File: src/rtl/spi_pkg.sv
// Shared types and elaboration helpers for the configurable SPI master.
package spi_pkg;

    typedef enum logic [2:0] {
        IDLE,
        SETUP,
        SHIFT,
        HOLD,
        GAP
    } spi_state_t;

    // System clocks per SCLK half-period.
    function automatic int calc_half_div(input int ref_clk, input int sclk_hz);
        return ref_clk / (2 * sclk_hz);
    endfunction

    // Bits needed to count 0..n-1, never less than one.
    function automatic int cnt_width(input int n);
        int w;
        w = 1;
        while ((1 << w) < n) w++;
        return w;
    endfunction

endpackage

File: src/rtl/spi_clk_div.sv
// Half-period counter: runs while enabled, ticks on the terminal count,
// and flags the cycle before the tick so callers can pre-register outputs.
module spi_clk_div
    import spi_pkg::*;
#(
    parameter int HALF_DIV = 2
)(
    input  logic clk,
    input  logic rst,
    input  logic en,
    output logic tick,
    output logic pre_tick
);

    localparam int CNT_W = cnt_width(HALF_DIV);
    localparam logic [CNT_W-1:0] LAST_CNT = CNT_W'(HALF_DIV - 1);
    localparam logic [CNT_W-1:0] PRE_CNT  = CNT_W'(HALF_DIV - 2);

    logic [CNT_W-1:0] cnt_reg;

    always_ff @(posedge clk or posedge rst) begin
        if (rst) begin
            cnt_reg <= '0;
        end else if (!en || cnt_reg == LAST_CNT) begin
            cnt_reg <= '0;
        end else begin
            cnt_reg <= cnt_reg + 1'b1;
        end
    end

    assign tick     = en && (cnt_reg == LAST_CNT);
    assign pre_tick = en && (cnt_reg == PRE_CNT);

endmodule

File: src/rtl/spi_master_txrx_cfg.sv
// Configurable SPI master (any CPOL/CPHA, width, bit order, bursts under one CS).
// Define SPI_MISO_EN to build the MISO receive path; otherwise rx outputs are 0.
module spi_master_txrx_cfg
    import spi_pkg::*;
#(
    parameter int REF_CLK   = 50_000_000,
    parameter int SPI_SCLK  = 50_000,
    parameter int DATA_W    = 8,
    parameter bit CPOL      = 1'b1,
    parameter bit CPHA      = 1'b0,
    parameter bit MSB_FIRST = 1'b1,
    parameter int CS_GAP    = 2
)(
    input  logic              In_clk,
    input  logic              In_rst,
    input  logic              In_tx_valid,
    input  logic [DATA_W-1:0] In_tx_data,
    input  logic              In_tx_last,
    output logic              Out_tx_ready,
    output logic              Out_busy,
    output logic              Out_rx_valid,
    output logic [DATA_W-1:0] Out_rx_data,
    input  logic              In_spi_miso,
    output logic              Out_spi_cs_n,
    output logic              Out_spi_sclk,
    output logic              Out_spi_mosi
);

    localparam int HALF_DIV = calc_half_div(REF_CLK, SPI_SCLK);
    localparam int EDGES    = 2 * DATA_W;
    localparam int ECNT_W   = cnt_width((EDGES > CS_GAP) ? EDGES : CS_GAP);
    localparam logic [ECNT_W-1:0] LAST_EDGE = ECNT_W'(EDGES - 1);
    localparam logic [ECNT_W-1:0] LAST_GAP  = ECNT_W'(CS_GAP - 1);

    generate
        if (HALF_DIV < 2) begin : g_bad_div
            $error("HALF_DIV = REF_CLK/(2*SPI_SCLK) must be at least 2");
        end
        if (DATA_W < 4 || DATA_W > 32) begin : g_bad_width
            $error("DATA_W must be in 4..32");
        end
        if (CS_GAP < 1) begin : g_bad_gap
            $error("CS_GAP must be at least 1");
        end
    endgenerate

    function automatic logic head_bit(input logic [DATA_W-1:0] w);
        return MSB_FIRST ? w[DATA_W-1] : w[0];
    endfunction

    function automatic logic [DATA_W-1:0] advance(input logic [DATA_W-1:0] w);
        return MSB_FIRST ? {w[DATA_W-2:0], 1'b0} : {1'b0, w[DATA_W-1:1]};
    endfunction

    spi_state_t        state_reg, state_next;
    logic [ECNT_W-1:0] edge_cnt_reg, edge_cnt_next;
    logic [DATA_W-1:0] tx_shift_reg, tx_shift_next;
    logic              last_reg, last_next;
    logic              hold_wait_reg, hold_wait_next;
    logic              ready_reg, ready_next;
    logic              busy_reg, busy_next;
    logic              cs_n_reg, cs_n_next;
    logic              sclk_reg, sclk_next;
    logic              mosi_reg, mosi_next;

    logic              div_en, tick, pre_tick;
    logic              accept, leading, final_edge;
    logic              sample_en, shift_done;
    logic [DATA_W-1:0] load_shift;
    logic              load_mosi;

    // The divider is frozen while parked in HOLD so a late word restarts it from zero.
    assign div_en = (state_reg != IDLE) && !hold_wait_reg;

    spi_clk_div #(
        .HALF_DIV (HALF_DIV)
    ) u_clk_div (
        .clk      (In_clk),
        .rst      (In_rst),
        .en       (div_en),
        .tick     (tick),
        .pre_tick (pre_tick)
    );

    assign accept     = In_tx_valid && ready_reg;
    assign leading    = !edge_cnt_reg[0];
    assign final_edge = (edge_cnt_reg == LAST_EDGE);
    // CPHA=0 presents bit 0 at load time; CPHA=1 presents it on the first leading edge.
    assign load_shift = CPHA ? In_tx_data : advance(In_tx_data);
    assign load_mosi  = CPHA ? mosi_reg : head_bit(In_tx_data);

    always_ff @(posedge In_clk or posedge In_rst) begin
        if (In_rst) begin
            state_reg     <= IDLE;
            edge_cnt_reg  <= '0;
            tx_shift_reg  <= '0;
            last_reg      <= 1'b0;
            hold_wait_reg <= 1'b0;
            ready_reg     <= 1'b0;
            busy_reg      <= 1'b0;
            cs_n_reg      <= 1'b1;
            sclk_reg      <= CPOL;
            mosi_reg      <= 1'b0;
        end else begin
            state_reg     <= state_next;
            edge_cnt_reg  <= edge_cnt_next;
            tx_shift_reg  <= tx_shift_next;
            last_reg      <= last_next;
            hold_wait_reg <= hold_wait_next;
            ready_reg     <= ready_next;
            busy_reg      <= busy_next;
            cs_n_reg      <= cs_n_next;
            sclk_reg      <= sclk_next;
            mosi_reg      <= mosi_next;
        end
    end

    always_comb begin
        state_next     = state_reg;
        edge_cnt_next  = edge_cnt_reg;
        tx_shift_next  = tx_shift_reg;
        last_next      = last_reg;
        hold_wait_next = hold_wait_reg;
        ready_next     = ready_reg;
        busy_next      = busy_reg;
        cs_n_next      = cs_n_reg;
        sclk_next      = sclk_reg;
        mosi_next      = mosi_reg;
        sample_en      = 1'b0;
        shift_done     = 1'b0;

        case (state_reg)
            IDLE: begin
                ready_next = 1'b1;
                if (accept) begin
                    ready_next    = 1'b0;
                    busy_next     = 1'b1;
                    cs_n_next     = 1'b0;
                    last_next     = In_tx_last;
                    tx_shift_next = load_shift;
                    mosi_next     = load_mosi;
                    state_next    = SETUP;
                end
            end

            SETUP: begin
                if (tick) begin
                    edge_cnt_next = '0;
                    state_next    = SHIFT;
                end
            end

            SHIFT: begin
                if (tick) begin
                    sclk_next     = !sclk_reg;
                    edge_cnt_next = edge_cnt_reg + 1'b1;
                    if (leading == CPHA) begin
                        // drive edge; with CPHA=0 the final trailing edge drives nothing
                        if (CPHA || !final_edge) begin
                            mosi_next     = head_bit(tx_shift_reg);
                            tx_shift_next = advance(tx_shift_reg);
                        end
                    end else begin
                        sample_en = 1'b1;
                    end
                    if (final_edge) begin
                        sclk_next     = CPOL;
                        edge_cnt_next = '0;
                        shift_done    = 1'b1;
                        state_next    = HOLD;
                    end
                end
            end

            HOLD: begin
                if (pre_tick && !last_reg) begin
                    ready_next = 1'b1;
                end
                if (accept) begin
                    ready_next     = 1'b0;
                    hold_wait_next = 1'b0;
                    last_next      = In_tx_last;
                    tx_shift_next  = load_shift;
                    mosi_next      = load_mosi;
                    edge_cnt_next  = '0;
                    state_next     = CPHA ? SETUP : SHIFT;
                end else if (tick) begin
                    if (last_reg) begin
                        cs_n_next     = 1'b1;
                        ready_next    = 1'b0;
                        edge_cnt_next = '0;
                        state_next    = GAP;
                    end else begin
                        hold_wait_next = 1'b1;
                    end
                end
            end

            GAP: begin
                if (tick) begin
                    if (edge_cnt_reg == LAST_GAP) begin
                        busy_next  = 1'b0;
                        ready_next = 1'b1;
                        state_next = IDLE;
                    end else begin
                        edge_cnt_next = edge_cnt_reg + 1'b1;
                    end
                end
            end

            default: state_next = IDLE;
        endcase
    end

    assign Out_tx_ready = ready_reg;
    assign Out_busy     = busy_reg;
    assign Out_spi_cs_n = cs_n_reg;
    assign Out_spi_sclk = sclk_reg;
    assign Out_spi_mosi = mosi_reg;

`ifdef SPI_MISO_EN
    logic [DATA_W-1:0] rx_shift_reg, rx_shift_next;
    logic [DATA_W-1:0] rx_data_reg;
    logic              rx_valid_reg;

    always_comb begin
        rx_shift_next = rx_shift_reg;
        if (sample_en) begin
            rx_shift_next = MSB_FIRST ? {rx_shift_reg[DATA_W-2:0], In_spi_miso}
                                      : {In_spi_miso, rx_shift_reg[DATA_W-1:1]};
        end
    end

    // rx_shift_next already holds the CPHA=1 final sample taken on the last edge.
    always_ff @(posedge In_clk or posedge In_rst) begin
        if (In_rst) begin
            rx_shift_reg <= '0;
            rx_data_reg  <= '0;
            rx_valid_reg <= 1'b0;
        end else begin
            rx_shift_reg <= rx_shift_next;
            rx_valid_reg <= shift_done;
            if (shift_done) begin
                rx_data_reg <= rx_shift_next;
            end
        end
    end

    assign Out_rx_valid = rx_valid_reg;
    assign Out_rx_data  = rx_data_reg;
`else
    logic unused_rx;
    assign unused_rx    = In_spi_miso ^ sample_en ^ shift_done;
    assign Out_rx_valid = 1'b0;
    assign Out_rx_data  = '0;
`endif

endmodule

File: config.mk
export PLATFORM = sky130hd
export DESIGN_NAME = spi_master_txrx_cfg
export DESIGN_NICKNAME = d
export VERILOG_FILES = /design/src/rtl/spi_pkg.sv /design/src/rtl/spi_clk_div.sv /design/src/rtl/spi_master_txrx_cfg.sv
export SDC_FILE = /design/constraint.sdc
export NUM_CORES = 1
export LEC_CHECK = 0
export ABC_AREA = 1
export BUFFER_PORTS_ARGS = -buffer_cell sky130_fd_sc_hd__buf_2
export CAP_MARGIN = 20
export CORE_MARGIN = 1
export CORE_UTILIZATION = 56
export CTS_CLUSTER_DIAMETER = 200
export DETAILED_ROUTE_END_ITERATION = 12
export GPL_ROUTABILITY_DRIVEN = 0
export PLACE_DENSITY_LB_ADDON = 0.15
export SYNTH_ARGS = -nofsm -noshare
export SYNTH_HDL_FRONTEND = slang
export SYNTH_SLANG_ARGS = --single-unit
File: constraint.sdc
create_clock -name In_clk -period 2 [get_ports In_clk]
set_input_delay 0.6 -clock In_clk [delete_from_list [all_inputs] [get_ports In_clk]]
set_output_delay 0.6 -clock In_clk [all_outputs]
set_load 0.05 [all_outputs]
After elaboration in Yosys (flattened, before gate mapping)
Cells that the tools add are included.
W data, S select, Z words.
- register bits: 31
- output and inout port bits: 14
- muxes and demuxes: 51
- equality and inequality tests: 24
- $add $sub $neg: 2
- reductions and logical operators: 28
- operators with widths (kind ; count):
    $mux W4 ; 8
    $mux W8 ; 4
    $mux W3 ; 9
    $ne A2 B2 Y1 const B ; 12
    $mux W1 ; 22
    $eq A9 B9 Y1 const B ; 2
    $pmux W4 S4 ; 1
    $pmux W8 S2 ; 1
    $pmux W3 S5 ; 1
    $reduce_and A5 Y1 ; 2
    $add A9 B1 Y9 const B ; 1
    $mux W9 ; 1
    $reduce_and A8 Y1 ; 1
    $reduce_bool A2 Y1 ; 4
    $reduce_and A7 Y1 ; 1
    $eq A3 B2 Y1 const B ; 2
    $ne A3 B3 Y1 const B ; 2
    $pmux W1 S2 ; 3
    $reduce_and A3 Y1 ; 2
    $reduce_bool A3 Y1 ; 2
    $logic_and A1 B1 Y1 ; 5
    $add A4 B1 Y4 const B ; 1
    $eq A4 B1 Y1 const B ; 1
    $eq A4 B4 Y1 const B ; 1
    11 further kinds ; 16

Longest topological paths before layout
Gate-level depths: netlist of the first run.
- depth in word-level cells: 9
- mapped depth: 11
- depth with buffers taken out: 11

By module
A second synthesis of the first run with hierarchy kept.
- cells, all modules: 254
- area, all modules: 1959.4 um^2
- by module, submodules not included (module ; cells an instance ; area each (um^2) ; instances):
    spi_master_txrx_cfg ; 189 ; 1446.4 ; 1
    spi_clk_div ; 65 ; 513.0 ; 1

Worst setup path before layout of the first run
OpenSTA, ideal clock, no wires.
- path kind: register to register
- start point: register ready_reg (netlist: Out_tx_ready)
- end point: register mosi_reg (netlist: Out_spi_mosi)
- stages on the path, launching flop included: 9
- required time: 1.877 ns
- setup slack: 0.408 ns
- period minus slack after synthesis: 1.592 ns
- arrival time: 1.468 ns
- cell sequence: dfrtp_1 nand2_1 inv_1 nand2_4 nand2_1 nand3_2 buf_6 nand2_1 o21ai_1
- word-level cells in the longest chain between the ends: 3
- ends and longest elaborated chain (element ; RTL line ; source):
    from (decl) ; spi_master_txrx_cfg.sv:60 ; logic ready_reg, ready_next;
    from (signal assigned) ; spi_master_txrx_cfg.sv:110 ; ready_reg <= ready_next;
    $logic_and A1 B1 Y1 ; spi_master_txrx_cfg.sv:85 ; assign accept = In_tx_valid && ready_reg;
    $ne A2 B1 Y1 (no line) ; n/a ;
    $reduce_and A5 Y1 (no line) ; n/a ;
    to (signal assigned) ; spi_master_txrx_cfg.sv:114 ; mosi_reg <= mosi_next;
    to (decl) ; spi_master_txrx_cfg.sv:64 ; logic mosi_reg, mosi_next;
Every way passes these cells.
A chain may end at the register's enable or synchronous reset.

Worst setup path after layout of the first run
- start point: register sclk_reg (netlist: Out_spi_sclk)
- end point: output port Out_spi_sclk
- RTL lines (element ; RTL line ; source):
    from (decl) ; spi_master_txrx_cfg.sv:63 ; logic sclk_reg, sclk_next;
    from (signal assigned) ; spi_master_txrx_cfg.sv:113 ; sclk_reg <= sclk_next;
    to (decl) ; spi_master_txrx_cfg.sv:25 ; output logic Out_spi_sclk,
No word-level cell between the ends.

==> results of run 1 <==
[power breakdown]
part | internal [uW] | total [uW] | leakage [uW] | switching, uW
logic | 522 | 1530 | 0.000597 | 1010
clock network | 259 | 486 | 0.0000450 | 228
registers | 788 | 944 | 0.000387 | 157
[per-layer routing]
metal | routed length (um) | share of wire [%]
met1 | 1497 | 47
met2 | 1523 | 48
met3 | 136 | 4.3
met4 | 34 | 1.1
met5 | 0 | 0
[synthesized netlist by cell type (all sizes together)]
| library cell | instances | area [um2] |
|---|---|---|
| nor4b | 1 | 8.760 |
| nor3 | 8 | 40.04 |
| nand3 | 10 | 67.57 |
| buf | 10 | 78.82 |
| mux2 | 1 | 11.26 |
| nand2 | 59 | 257.8 |
| o21ba | 1 | 10.01 |
| nor2 | 26 | 117.6 |
| and3 | 1 | 6.260 |
| nor3b | 1 | 7.510 |
| dfrtp | 28 | 700.7 |
| xor2 | 2 | 17.52 |
| a21oi | 9 | 56.31 |
| dfstp | 2 | 52.55 |
| inv | 22 | 82.58 |
| or3 | 1 | 6.260 |
| conb | 1 | 3.750 |
| or2 | 2 | 12.51 |
| ha | 4 | 50.05 |
| o21bai | 6 | 45.04 |
| o21a | 1 | 7.510 |
| a31oi | 1 | 6.260 |
| a22oi | 1 | 7.510 |
| mux2i | 7 | 70.07 |
| o21ai | 15 | 82.58 |
[path summary, 6_finish.rpt]
| path | end | slack (ns) | from | cells past startpoint |
|---|---|---|---|---|
| hold reg to reg | u_clk_div.cnt_reg[0] | 0.48 | u_clk_div.cnt_reg[0] | 1 |
| hold / removal | Out_tx_ready | 0.31 | In_rst | 3 |
| max in group asynchronous | Out_spi_sclk | 1.38 | In_rst | 3 |
| min in group In_clk | u_clk_div.cnt_reg[0] | 0.48 | u_clk_div.cnt_reg[0] | 1 |
| setup reg to reg | tx_shift_reg[7] | 0.26 | u_clk_div.cnt_reg[0] | 10 |
| setup / recovery | Out_spi_sclk | 0.25 | Out_spi_sclk | 1 |
[metrics by stage]
stage,hold slack [ns],cells,util (%),setup WS (ns)
2_1_floorplan,0.4538,228,-,0.4082
5_1_grt,0.3272,288,65.04,0.09473
3_3_place_gp,0.4623,280,62.50,0.2895
6_report,0.3073,288,65.04,0.2536
3_5_place_dp,0.4678,280,62.50,0.2634
4_1_cts,0.3186,288,65.04,0.2457
[cell families (layout without fill, tap and decap cells)]
logic type	count (synthesis)	in the layout
other	1	9
AO/OA/AOI/OAI	34	34
AND/OR/NAND/NOR	109	109
adder cells (fa/ha/maj)	4	4
XOR/XNOR	2	2
flip-flops	30	30
multiplexers	8	8
buffers and inverters	32	48
[area by class of cell]
type,count,area (um2)
multi-input cells,166,922.1
clock inverters,3,40.04
fillers,270,1067
inverters,22,82.58
flip-flops and latches,30,753.2
clock buffers,5,37.54
well taps,44,55.05
repair buffers,18,95.09
==> impl_metrics.toml, run 1 <==
[critical_path]
endpoint_kind = "primary output"
timing.setup.critical_path_class = "reg -> out"
critPathLaunchType = "flop"
cp_max_fo = 3
cp_top_family = "flip-flops"
worst_path_arrival_time_ns = 1.15
critical-path-slowest-cell = "dfstp_2"
critPathMaxStageDelay_ns = 0.55
worstPathCellList = "buf_2"
timing.critical_path.buf_inv = 1
worst-endpoint-required_ns = 1.40

[synth]
yosys-mux-area-fraction_pct = 4.501
yosys_warnings = 0
yosys.area_share.adder_pct = 2.770
dominant_combinational_cell_family_by_area_after_synthesis = "simple AND/OR/NAND/NOR gates"
synth_cell_types = 37
synth.avg_cell_area_um2 = 8.212
synthXorXnorAreaFrac_pct = 0.9695
synth_compound_area_share_pct = 11.91
synthCells = 220
ys_seq_area_share_pct = 41.69
synth.cell_area_um2 = 1807
synth-simple-area-share_pct = 29.02
postSynthRegisterBits = 30

[clock_tree]
clkTransAtPathRegs_ns = 0.11
post_cts_hold_buffer_count = 0
ctsLongestPathBuffers = 2
cts_setup_buffers = 0
tritoncts_num_sinks = 30
h-tree-depth = 2
clock_latency_ns = 0.34
tritoncts.num_buffers = 5
cts_repair_resize_count = 0
tritoncts = "yes"
clock_root_cell = "clkbuf_4"

[timing]
setup_repair_after_global_routing_missed_its_margin = "false"
fin_tns_setup_ns = 0
clock_skew_ns = 0.01406
finalHoldViolations = 0
layout_min_cycle_time_ns = 1.746
final-max-slew-violation-count = 0
report.final.setup_viol = 0
timing.final.crit_share_pct = 87.32
max_freq_mhz = 572.6

[route]
vias_per_cell = 4.955
avgRoutedWirePerCell_um = 11.08
drtIter0Drc = 76
via_count = 1427
first_pass_iters = 4
postRouteWirelength_um = 3191
ant_nets = 0
detail_route.drc_violations = 0

[final_layout]
final_design_area_no_fill_um2 = 1986
most_frequent_standard_cell_in_the_layout_excluding_fill_and_tap_cells = "nand2_1"
antennaDiodeCount = 0
finalNetCount = 260
flow.area_growth_from_synthesis_pct = 9.903
layout.cells.most_common_list = "52 x nand2_1, 28 x dfrtp_1, 22 x nor2_1"
drive_above_1_share_pct = 20.08
largest_register_ff_count = 9

[floorplan]
design.portCount = 27
floorplan.initialDensity_pct = 59.18
die_area_um2 = 3457
dieWidth_um = 58.80
core_area_um2 = 3053
chipHeight_um = 58.80
rows = 20

[grt]
grt_max_degree = 31
track_usage_pct = 21.44
global_route.overflow_total = 0
gr_busiest_metal = "met2"
antenna_found_initial = 0
grt_first_pass_wirelength_um = 5395
met2_usage_pct = 33.77
met1_grt_util_pct = 27.32
global_route_met3_utilization_pct = 7.253
first_global_vias = 1243

[power]
worst_ir_drop_on_vdd_mv = 0.7584
post-layout-total-power_uw = 2958
cellLeakagePower_uw = 0.001029
power_density_nw_per_um2 = 1490

[min_path]
worstHoldPathType = "in -> async"

[placed_design]
place.detailed.hpwl_um = 2289
place_area_um2 = 1908
placement.io_buffers = 16

[run_status]
outcome = "complete, no violations"

[run]
maxCapViolations = 0
(Power assumes the default switching activity.)
==> run 2: changes to the inputs <==
--- a/config.mk
+++ b/config.mk
@@ -9,7 +9,7 @@
 export BUFFER_PORTS_ARGS = -buffer_cell sky130_fd_sc_hd__buf_2
 export CAP_MARGIN = 20
 export CORE_MARGIN = 1
-export CORE_UTILIZATION = 56
+export CORE_UTILIZATION = 40
 export CTS_CLUSTER_DIAMETER = 200
 export DETAILED_ROUTE_END_ITERATION = 12
 export GPL_ROUTABILITY_DRIVEN = 0
==> run 2 against run 1 <==
  * Critical path depth did not move
  * Count of clock-buffer cells in the layout did not move
  * Maximum frequency rose by 4.1%
  * Highest routed layer unchanged
==> impl_metrics.toml, run 2 (synthesis results as in run 1) <==
[run_status]
outcome = "complete, no violations"

[grt]
track_usage_pct = 15.26
global_route_met3_utilization_pct = 3.924
met2_usage_pct = 24.70
met1_grt_util_pct = 20.09
antenna_found_initial = 0
gr_busiest_metal = "met2"
first_global_vias = 1328
global_route.overflow_total = 0
grt_max_degree = 31
grt_first_pass_wirelength_um = 5878

[clock_tree]
clock_latency_ns = 0.28
tritoncts.num_buffers = 5
tritoncts_num_sinks = 30
clock_root_cell = "clkbuf_8"
h-tree-depth = 2
clkTransAtPathRegs_ns = 0.07
cts_repair_resize_count = 0
tritoncts = "yes"
ctsLongestPathBuffers = 2
post_cts_hold_buffer_count = 0
cts_setup_buffers = 0

[route]
detail_route.drc_violations = 0
vias_per_cell = 4.726
first_pass_iters = 4
avgRoutedWirePerCell_um = 11.09
postRouteWirelength_um = 3282
via_count = 1399
ant_nets = 0
drtIter0Drc = 45

[final_layout]
most_frequent_standard_cell_in_the_layout_excluding_fill_and_tap_cells = "nand2_1"
final_design_area_no_fill_um2 = 2039
layout.cells.most_common_list = "52 x nand2_1, 28 x dfrtp_1, 22 x nor2_1"
largest_register_ff_count = 9
final_core_util_pct = 46.84
antennaDiodeCount = 0
drive_above_1_share_pct = 20.08
finalNetCount = 260
flow.area_growth_from_synthesis_pct = 12.88

[power]
seq_power_share_pct = 30.5
cell_internal_pwr_uw = 1689
power.share.clock_pct = 20.0
cellLeakagePower_uw = 0.001035
power.share.combinational_pct = 49.6
power.net_switching_uw = 1427
switching_share_pct = 45.79
power_density_nw_per_um2 = 1528
worst_ir_drop_on_vdd_mv = 0.7488

[critical_path]
critical_path.reg2reg.startpoint = "u_clk_div.cnt_reg[0]"
timing.setup.critical_path_class = "reg -> out"
timing.critical_path.buf_inv = 1
r2r_cells = 11
worst_path_arrival_time_ns = 1.08
cp_max_fo = 3
critical_path.reg2reg.endpoint = "edge_cnt_reg[0]"
critPathLaunchType = "flop"
timing.reg2reg.setup_slack_ns = 0.34
critical-path-slowest-cell = "dfstp_2"
worstPathCellList = "buf_2"
cp_top_family = "flip-flops"
critPathMaxStageDelay_ns = 0.54
worst-path-stages = 1
worst-endpoint-required_ns = 1.40
startpoint = "Out_spi_sclk"
endpoint_kind = "primary output"

[timing]
max_freq_mhz = 595.9
final-max-slew-violation-count = 0
setup_repair_after_global_routing_missed_its_margin = "false"
finalHoldViolations = 0
clock_skew_ns = 0.007957
report.final.setup_viol = 0
layout_min_cycle_time_ns = 1.678
timing.final.crit_share_pct = 83.90
fin_tns_setup_ns = 0

[floorplan]
design.portCount = 27
chipHeight_um = 69.21
rows = 24
dieWidth_um = 69.21
die_area_um2 = 4789
core_area_um2 = 4354
floorplan.initialDensity_pct = 41.49

[min_path]
worstHoldPathType = "in -> async"

[placed_design]
place.detailed.hpwl_um = 2457
placement.io_buffers = 16
place_area_um2 = 1918

[run]
maxCapViolations = 0
run 2: cell count changes in the layout (fill, tap and decap cells not counted):
| cell | delta |
|---|---|
| clkinvlp_4 | +2 |
| clkinv_2 | -2 |
| clkbuf_4 | -5 |
| nand3_2 | -1 |
| clkbuf_8 | +5 |
| nand3_4 | +1 |
run 2: final cells by class:
| type | count | area, um2 |
|---|---|---|
| fillers | 442 | 2315 |
| multi-input cells | 166 | 929.6 |
| flip-flops and latches | 30 | 753.2 |
| repair buffers | 18 | 95.09 |
| inverters | 22 | 82.58 |
| clock buffers | 5 | 68.82 |
| well taps | 52 | 65.06 |
| clock inverters | 3 | 45.04 |
run 2: tightest hold or removal path, cell delays in order:
cell and delay [ns]:
buf_2 0.09, inv_1 0.04, buf_4 0.34
run 2: how the worst max path moves through the flow:
stage / endpoint / slack (ns)
after floorplan: Out_spi_mosi / 0.41
after global placement: tx_shift_reg[1] / 0.26
after detailed placement: tx_shift_reg[7] / 0.25
after global routing: edge_cnt_reg[0] / 0.11
after CTS: tx_shift_reg[7] / 0.24
final: Out_spi_sclk / 0.32
run 2: metrics by stage:
step	power [uW]	hold WS, ns	instances	setup WS [ns]
floorplan	2230	0.4538	228	0.4082
global placement	2506	0.4681	288	0.2610
detailed placement	2504	0.4675	288	0.2538
CTS	3145	0.3871	296	0.2442
global route	3408	0.4217	296	0.1110
finish	3116	0.3766	296	0.3220
run 2: power groups by stage:
| stage | sequential (uW) | clock [uW] | combinational (uW) |
|---|---|---|---|
| floorplan | 1030 | 0 | 1200 |
| global placement | 961 | 0 | 1540 |
| detailed placement | 962 | 0 | 1540 |
| CTS | 952 | 643 | 1550 |
| global route | 976 | 670 | 1760 |
| finish | 950 | 622 | 1540 |
run 2: metal layers:
layer	vias to the layer above	wire [um]
met5	-	0
met4	0	34
met3	5	91
met2	18	1550
met1	630	1606
li1	746	-
==> run 3: changes to the inputs <==
==> constraint.sdc (replaced) <==
create_clock -name In_clk -period 1.4 [get_ports In_clk]
set_input_delay 0.42 -clock In_clk [delete_from_list [all_inputs] [get_ports In_clk]]
set_output_delay 0.42 -clock In_clk [all_outputs]
set_load 0.05 [all_outputs]
==> run 3 against run 2 <==
  * The flow now finishes with violations (negative setup slack)
  * Critical path type is now reg -> reg
  * Register-to-register slack got worse by 0.46 ns
  * Non-clock buffer count rose by 44
  * Die area did not move
  * Sequential cell count did not move
  * Count of clock-buffer cells in the layout rose by 1
  * Combinational power rose by 140%
  * Clock skew fell by 0.00068 ns
  * Final cell count rose by 15%
  * First-iteration DRC count rose by 62%
==> impl_metrics.toml, run 3 (synthesis results as in run 1) <==
[timing]
finalHoldViolations = 0
clock_skew_ns = 0.007275
report.final.setup_viol = 18
layout_min_cycle_time_ns = 1.524
timing.final.crit_share_pct = 108.9
setup_repair_after_global_routing_missed_its_margin = "true"
fin_tns_setup_ns = -1.399
max_freq_mhz = 656.1
final-max-slew-violation-count = 0
final_critical_path_setup_slack_ns = -0.1242

[critical_path]
critical-path-slowest-cell = "dfrtp_1"
critPathMaxStageDelay_ns = 0.35
worst-path-stages = 11
r2r_cells = 11
critical_path.most_common_cell = "nand2_4"
worst_path_arrival_time_ns = 1.69
cp_max_fo = 8
timing.setup.critical_path_class = "reg -> reg"
timing.reg2reg.setup_slack_ns = -0.12
critPathLaunchType = "flop"
timing.critical_path.buf_inv = 2
endpoint_kind = "flop"
worst-endpoint-required_ns = 1.57
worstPathCellList = "ha_2 -> nand2_1 -> inv_2 -> nand2_4 -> nor2_4 -> nand2_4 -> nand2_4 -> nand3_4 -> clkbuf_16 -> nand2_4 -> o21ai_2"
cp_top_family = "simple AND/OR/NAND/NOR gates"

[final_layout]
finalNetCount = 304
drive_above_1_share_pct = 45.49
finalNonFillerCells = 340
largest_register_ff_count = 9
layout.cells.most_common_list = "39 x nand2_1, 38 x buf_4, 25 x dfrtp_1"
final_design_area_no_fill_um2 = 2673
most_frequent_standard_cell_in_the_layout_excluding_fill_and_tap_cells = "nand2_1"
flow.area_growth_from_synthesis_pct = 47.92
antennaDiodeCount = 0

[grt]
met2_usage_pct = 29.67
grt_first_pass_wirelength_um = 6727
track_usage_pct = 17.17
gr_busiest_metal = "met2"
met1_grt_util_pct = 21.54
global_route.overflow_total = 0
first_global_vias = 1605
global_route_met3_utilization_pct = 3.634
antenna_found_initial = 0
grt_max_degree = 31

[route]
first_pass_iters = 6
drtIter0Drc = 73
avgRoutedWirePerCell_um = 12.01
postRouteWirelength_um = 4083
via_count = 1633
detail_route.drc_violations = 0
ant_nets = 0
vias_per_cell = 4.803

[power]
seq_power_share_pct = 23.8
power.net_switching_uw = 2604
switching_share_pct = 44.93
cellLeakagePower_uw = 0.001329
worst_ir_drop_on_vdd_mv = 1.216
post-layout-total-power_uw = 5796
power.share.clock_pct = 11.9
cell_internal_pwr_uw = 3192
power.share.combinational_pct = 64.3
power_density_nw_per_um2 = 2169

[floorplan]
rows = 24
die_area_um2 = 4789
dieWidth_um = 69.21
chipHeight_um = 69.21
design.portCount = 27
core_area_um2 = 4354
floorplan.initialDensity_pct = 41.49

[clock_tree]
post_cts_hold_buffer_count = 0
ctsLongestPathBuffers = 2
clkTransAtPathRegs_ns = 0.07
h-tree-depth = 2
tritoncts = "yes"
clock_root_cell = "clkbuf_8"
clock_latency_ns = 0.28
tritoncts_num_sinks = 30
tritoncts.num_buffers = 5

[run]
maxCapViolations = 0

[placed_design]
place.detailed.instances = 327
placement.io_buffers = 16
place_area_um2 = 2261
place.detailed.hpwl_um = 2771

[run_status]
failing_checks = "negative setup slack"
outcome = "finished, violations left"

[min_path]
worstHoldPathType = "in -> async"
run 3: changes by cell type in the layout (fill, tap and decap cells not counted), moves of 4 or more:
cell | previous run | this run
nor2_4 | 2 | 6
nor3_2 | 0 | 4
buf_4 | 2 | 38
nand2_4 | 1 | 13
buf_6 | 0 | 4
nand2_1 | 52 | 39
nor2_1 | 22 | 16
nor3_1 | 8 | 2
run 3: power by group through the flow:
stage               combinational, uW  clock [uW]  sequential (uW)
floorplan                        1730           0             1480
global placement                 2990           0             1330
detailed placement               2990           0             1330
CTS                              3270         713             1330
global route                     4060         754             1410
finish                           3730         689             1380
run 3: per-stage QoR:
stage	worst slack, ns	util [%]	hold slack, ns
6_report	-0.1242	61.38	0.1670
5_1_grt	-0.2305	61.38	0.1770
4_1_cts	-0.07640	56.95	0.1643
3_5_place_dp	-0.1393	51.93	0.4731
3_3_place_gp	-0.1244	51.93	0.4692
2_1_floorplan	-0.05124	-	0.4538
run 3: tightest hold or removal path: stages:
cell and delay [ns]:
buf_2 0.09, inv_1 0.08, buf_12 0.21
run 3: metal layers:
metal	vias to the layer above	routed length (um)
li1	832	-
met1	759	1774
met2	36	2162
met3	6	118
met4	0	27
met5	-	0
run 3: path summary, 6_finish.rpt:
kind / startpoint / end
worst max-delay path: u_clk_div.cnt_reg[0] / tx_shift_reg[1]
worst min-delay path: In_rst / u_clk_div.cnt_reg[0]
worst max register to register: u_clk_div.cnt_reg[0] / tx_shift_reg[1]
worst min register to register: Out_busy / Out_busy
max in group asynchronous: In_rst / Out_spi_cs_n
min in group In_clk: In_tx_last / last_reg
run 3: cell type report:
| cell class | instances | area [um2] |
|---|---|---|
| clock buffers | 6 | 72.57 |
| repair buffers | 62 | 525.5 |
| fillers | 397 | 1682 |
| inverters | 22 | 85.08 |
| multi-input cells | 166 | 1152 |
| well taps | 52 | 65.06 |
| flip-flops and latches | 30 | 757.0 |
| clock inverters | 2 | 15.01 |
run 3: repair_timing:
item,in CTS,in global routing
setup endpoints to repair,22,32
pin swaps,5,10
setup buffers,3,2
resized for setup,32,40
cloned,0,1
